--- src/rtl/countdown_timer_ctrl_pkg.sv ---
// countdown_timer_ctrl_pkg: shared state encoding and default clock rate for the countdown timer
package countdown_timer_ctrl_pkg;

    typedef enum logic [1:0] {
        IDLE  = 2'd0,
        RUN   = 2'd1,
        PAUSE = 2'd2,
        DONE  = 2'd3
    } state_t;

    localparam int DEF_CLK_FREQ = 100_000_000;

endpackage

--- src/rtl/countdown_timer_ctrl_tick_prescaler.sv ---
// tick_prescaler: free-running divider emitting a one-cycle half_tick every HALF_CYC enabled cycles
module tick_prescaler #(
    parameter int HALF_CYC = 4
) (
    input  logic clk,
    input  logic rst,
    input  logic clr,
    input  logic en,
    output logic half_tick
);

    localparam int W = $clog2(HALF_CYC);
    localparam logic [W-1:0] LAST = W'(HALF_CYC - 1);

    logic [W-1:0] cnt;

    assign half_tick = en && cnt == LAST;

    // Held at zero while disabled so every enabled stretch starts a full period
    always_ff @(posedge clk or negedge rst) begin
        if (!rst)
            cnt <= '0;
        else
            cnt <= (clr || !en || half_tick) ? '0 : cnt + W'(1);
    end

endmodule

--- src/rtl/countdown_timer_ctrl.sv ---
// countdown_timer_ctrl: loads a seconds value and counts it down with pause/resume/clear and display status
module countdown_timer_ctrl
    import countdown_timer_ctrl_pkg::*;
#(
    parameter int CLK_FREQ = DEF_CLK_FREQ,
    parameter int HALF_CYC = CLK_FREQ / 2,
    parameter int CNT_W    = 8
) (
    input  logic             clk,
    input  logic             rst,
    input  logic             start,
    input  logic             pause,
    input  logic             clear,
    input  logic [CNT_W-1:0] load_val,
    output logic [CNT_W-1:0] remaining,
    output logic             running,
    output logic             done,
    output logic             done_pulse,
    output logic             blink,
    output logic             sec_tick
);

    state_t           state, nstate;
    logic [CNT_W-1:0] nrem;
    logic             phase, half_tick, go_run, sec, nblink, nsec, ndp;

    assign sec    = state == RUN && phase && half_tick;
    assign go_run = nstate == RUN && state != RUN;

    tick_prescaler #(.HALF_CYC(HALF_CYC)) u_pre (
        .clk       (clk),
        .rst       (rst),
        .clr       (go_run),
        .en        (state != IDLE),
        .half_tick (half_tick)
    );

    always_comb begin
        nstate = state;
        nrem   = remaining;
        nsec   = 1'b0;
        ndp    = 1'b0;
        if (clear) begin
            nstate = IDLE;
            nrem   = '0;
        end else if (pause && state == RUN) begin
            nstate = PAUSE;
        end else if (start && state == PAUSE) begin
            nstate = RUN;
        end else if (start && state != RUN) begin
            nstate = load_val != '0 ? RUN : DONE;
            nrem   = load_val;
            ndp    = load_val == '0;
        end else if (sec) begin
            nrem = remaining - CNT_W'(1);
            nsec = 1'b1;
            if (remaining == CNT_W'(1)) begin
                nstate = DONE;
                ndp    = 1'b1;
            end
        end
        // Entering PAUSE/DONE (or reloading into DONE) shows the display at once
        nblink = nstate == IDLE ? 1'b0 :
                 nstate == RUN  ? 1'b1 :
                 (nstate != state || ndp) ? 1'b1 :
                 half_tick ? !blink : blink;
    end

    always_ff @(posedge clk or negedge rst) begin
        if (!rst) begin
            state      <= IDLE;
            remaining  <= '0;
            phase      <= 1'b0;
            blink      <= 1'b0;
            sec_tick   <= 1'b0;
            done_pulse <= 1'b0;
            running    <= 1'b0;
            done       <= 1'b0;
        end else begin
            state      <= nstate;
            remaining  <= nrem;
            phase      <= go_run ? 1'b0 : (state == RUN && half_tick) ? !phase : phase;
            blink      <= nblink;
            sec_tick   <= nsec;
            done_pulse <= ndp;
            running    <= nstate == RUN;
            done       <= nstate == DONE;
        end
    end

endmodule

--- config.mk ---
export PLATFORM = sky130hd
export DESIGN_NAME = countdown_timer_ctrl
export DESIGN_NICKNAME = d
export VERILOG_FILES = /design/src/rtl/countdown_timer_ctrl_pkg.sv /design/src/rtl/countdown_timer_ctrl_tick_prescaler.sv /design/src/rtl/countdown_timer_ctrl.sv
export SDC_FILE = /design/constraint.sdc
export NUM_CORES = 1
export LEC_CHECK = 0
export ABC_CLOCK_PERIOD_IN_PS = 1550
export CORE_MARGIN = 1
export CORE_UTILIZATION = 41
export DETAILED_ROUTE_END_ITERATION = 6
export PLACE_DENSITY = 0.67
export SYNTH_ARGS = -nofsm -noshare
export SYNTH_HDL_FRONTEND = slang
export SYNTH_SLANG_ARGS = --single-unit
--- constraint.sdc ---
create_clock -name clk -period 1.55 [get_ports clk]
set_input_delay 0.31 -clock clk [delete_from_list [all_inputs] [get_ports clk]]
set_output_delay 0.31 -clock clk [all_outputs]
set_load 0.01 [all_outputs]
==> reports/metrics.csv <==
metric,value,unit
detailed_place_hpwl,4.74,mm
design.core.area,5640,um2
post-route-period-util,1.18,
final_cells,449,
cp_data_required_time,1720,ps
gp_congestion,0.881,
tightestPinTransition,464,ps
cellInternalPower,0.00198,W
clock-root-buffer,clkbuf_8,
grt_first_pass_wirelength,11.1,mm
synth_fp_nets,280,
areaGrowthSynthToFinish,52.8,%
syn_area_per_cell,9.26,um2
synth_cell_type_count,50,
crit_path_max_incr_delay,420,ps
post-route-drc-count,0,
worst_ir_drop_vdd,0.000406,V
yosys_register_bits,42,
unrepaired_setup_endpoints_after_global_routing,true,
worst_ep_arrival_time,1990,ps
floorplan.rows,27,
fmaxAchievable,0.547,GHz
post-place-cells,433,
power.clock.fraction,0.329,
crit_path_end_kind,flip-flop,
max_cap_violations,0,
combinational_group_share_of_total_power,0.244,
power.sequential.fraction,0.426,
clkLatencyLatePin,290,ps
timing.rr.start,u_pre.cnt[11],
worstReg2RegEnd,remaining[3],
min-delay-path-class,input pin to async pin,
switching_share,0.275,
cts_tree,done,
cp_slowest_cell,dfrtp_1,
globalRouteOverflowTotal,0,
fill_cells,453,
timing.final.hold_violations,0,
yosys_warnings,0,
cts_buffer_depth,2,
antenna-diode-count,0,
synth_mux_area_frac,0,
synth-edff-count,0,
slew_violations,0,
ff2ff_setup_slack,-280,ps
final_antenna_net_count,0,
period_needed,1830,ps
worst-path-max-fanout,11,
layout_cell_share_with_drive_strength_beyond_1,0.382,
pre_cts_ws,-506,ps
setup_violations,41,
outcome,finished with violations,
total_switching_power,0.000752,W
slew_headroom,0.688,
via_per_inst,5.42,
number_of_buffers_created_by_cts,5,
violations,negative setup slack,
grt_antenna_before_repair,0,
num_vias,2433,
dieArea,6270,um2
clk_pin_slew_worst_paths,90,ps
clkSinkCount,42,
pin_count_of_the_biggest_net_entering_global_routing,43,
chipHeight,79.2,um
fin_util,0.662,
yosys.area_share.xor_xnor,0.0824,
finClkSkew,10.4,ps
synth_simple_gate_area_share,0.318,
startpoint_to_endpoint_class_of_the_critical_path,flip-flop to flip-flop,
dieWidth,79.2,um
avgRoutedWirePerCell,15.2,um
nets,393,
postSynth.topFlopCell,dfrtp_1,
postLayoutSetupSlackWorst,-277,ps
postSynthCellCount,264,
first_global_vias,2324,
gr-usage-all-layers,0.230,
wl,6.83,mm
synthAdderAreaFrac,0.0154,
design.portCount,26,
seq_area_frac_synth,0.430,
synth_top_family_by_area,simple AND/OR/NAND/NOR gates,
drtIter0Drc,152,
start_util,0.433,
total_power,0.00273,W
synth_area,2440,um2
path_buf_inv,1,
asyncSetResetFlopFracSynth,1.00,
cp_top_family,simple AND/OR/NAND/NOR gates,
p_leak,1.70,nW
synth-compound-area-share,0.111,
critPathLaunchType,flip-flop,
numPortBuffers,25,
drt-pass1-iter-count,5,
reg2regPathDepth,6,
power_per_cell_area,732,nW/um2
crit_path_cell_trace,nor4_4 -> nand4_2 -> nor4b_2 -> buf_4 -> and3_1 -> o22ai_2,
htree_num_levels,2,
-- through the flow --
step / hold slack [ps] / cell area, um2 / setup TNS [ps]
6_report: 518 / 3730 / -7150
5_1_grt: 546 / 3730 / -10340
4_1_cts: 525 / 3670 / -6560
3_5_place_dp: 304 / 3390 / -13600
3_3_place_gp: 302 / 3390 / -14600
2_1_floorplan: 14.4 / 2490 / -2040
-- layout make-up --
class,count,area [um2],area share
Tap cell,72,90.1,0.0241
Sequential cell,42,1050,0.282
Clock buffer,6,82.6,0.0221
Timing Repair Buffer,116,962,0.258
Multi-Input combinational cell,197,1460,0.391
Inverter,15,56.3,0.0151
Clock inverter,1,30.0,0.00804
-- worst register-to-register path, delay by kind of cell (launching register included) --
kind / cells / cell delay (ps)
buffers and inverters: 1 / 240
and+or+nand+nor: 4 / 960
DFF: 1 / 420
AOI/OAI and AO/OA: 1 / 70
-- flip-flops by register name (all words and copies together), names as in the netlist --
| register | count |
|---|---|
| done_pulse | 1 |
| state | 2 |
| running | 1 |
| remaining | 8 |
| blink | 1 |
| sec_tick | 1 |
| phase | 1 |
| done | 1 |
| u_pre.cnt | 26 |
-- power by group through the flow --
| stage | sequential, W | combinational, W | clock [W] |
|---|---|---|---|
| after detailed placement | 0.00119 | 0.000589 | 0 |
| after global placement | 0.00119 | 0.000589 | 0 |
| after global routing | 0.00117 | 0.000721 | 0.000953 |
| after floorplan | 0.00121 | 0.000259 | 0 |
| final | 0.00116 | 0.000668 | 0.000900 |
| after CTS | 0.00116 | 0.000640 | 0.000909 |
-- synth_stat cells (8+ instances only) --
cell type,instances,area [um2]
nand3_1,9,45.0
nor3_1,12,60.1
nand2_1,19,71.3
nor2_1,34,128
inv_1,15,56.3
a21oi_1,14,70.1
xnor2_1,15,131
xor2_1,8,70.1
and3_1,10,62.6
dfrtp_1,42,1050
-- cell families after synthesis --
| family | Yosys count |
|---|---|
| simple gates | 129 |
| compound gates | 42 |
| flops | 42 |
| buf+inv | 25 |
| xor+xnor | 23 |
| fa+ha+maj | 3 |
-- cell usage in the layout, fill, tap and decap left out, types with 3 or more instances in the layout --
cell / synthesis / final
nor3_1: 12 / 10
dlygate4sd2_1: 0 / 5
xor2_1: 8 / 8
nor4_2: 6 / 5
a21oi_1: 14 / 14
nand4_1: 4 / 4
clkbuf_8: 0 / 6
dfrtp_1: 42 / 40
clkdlybuf4s50_1: 0 / 17
nand4_2: 3 / 3
nor2_1: 34 / 32
nand3_1: 9 / 8
buf_6: 0 / 6
nor4_1: 6 / 3
inv_1: 15 / 15
buf_4: 1 / 83
nand2_1: 19 / 18
and3_1: 10 / 9
o21ai_0: 5 / 3
o21ai_1: 2 / 3
nor4_4: 0 / 4
o22ai_1: 6 / 4
xnor2_1: 15 / 15
-- worst max-delay path by stage --
| stage | depth (start not counted) | from | slack (ps) | endpoint |
|---|---|---|---|---|
| 2_1_floorplan | 4 | remaining[3] | -210 | blink |
| 3_3_place_gp | 8 | load_val[0] | -500 | blink |
| 3_5_place_dp | 8 | load_val[0] | -510 | blink |
| 4_1_cts | 6 | u_pre.cnt[11] | -250 | remaining[1] |
| 5_1_grt | 6 | u_pre.cnt[11] | -360 | blink |
| 6_report | 6 | u_pre.cnt[11] | -280 | remaining[3] |
-- layer usage --
| layer | up-vias | global-route usage | share of wire |
|---|---|---|---|
| met1 | 1166 | 0.325 | 0.46 |
| met2 | 92 | 0.366 | 0.48 |
| met5 | - | 0 | 0 |
| met3 | 7 | 0.0402 | 0.050 |
| li1 | 1168 | - | - |
| met4 | 0 | 0.0527 | 0.0072 |
-- what timing repair did --
action	4_1_cts	5_1_grt
endpoints found under the hold margin	42	0
setup endpoints to repair	49	44
resized for setup	33	12
hold buffers	1	0
pin swaps	5	1
gates cloned	2	0
setup buffers	5	1
No activity file was read; power rests on OpenSTA's default activity.
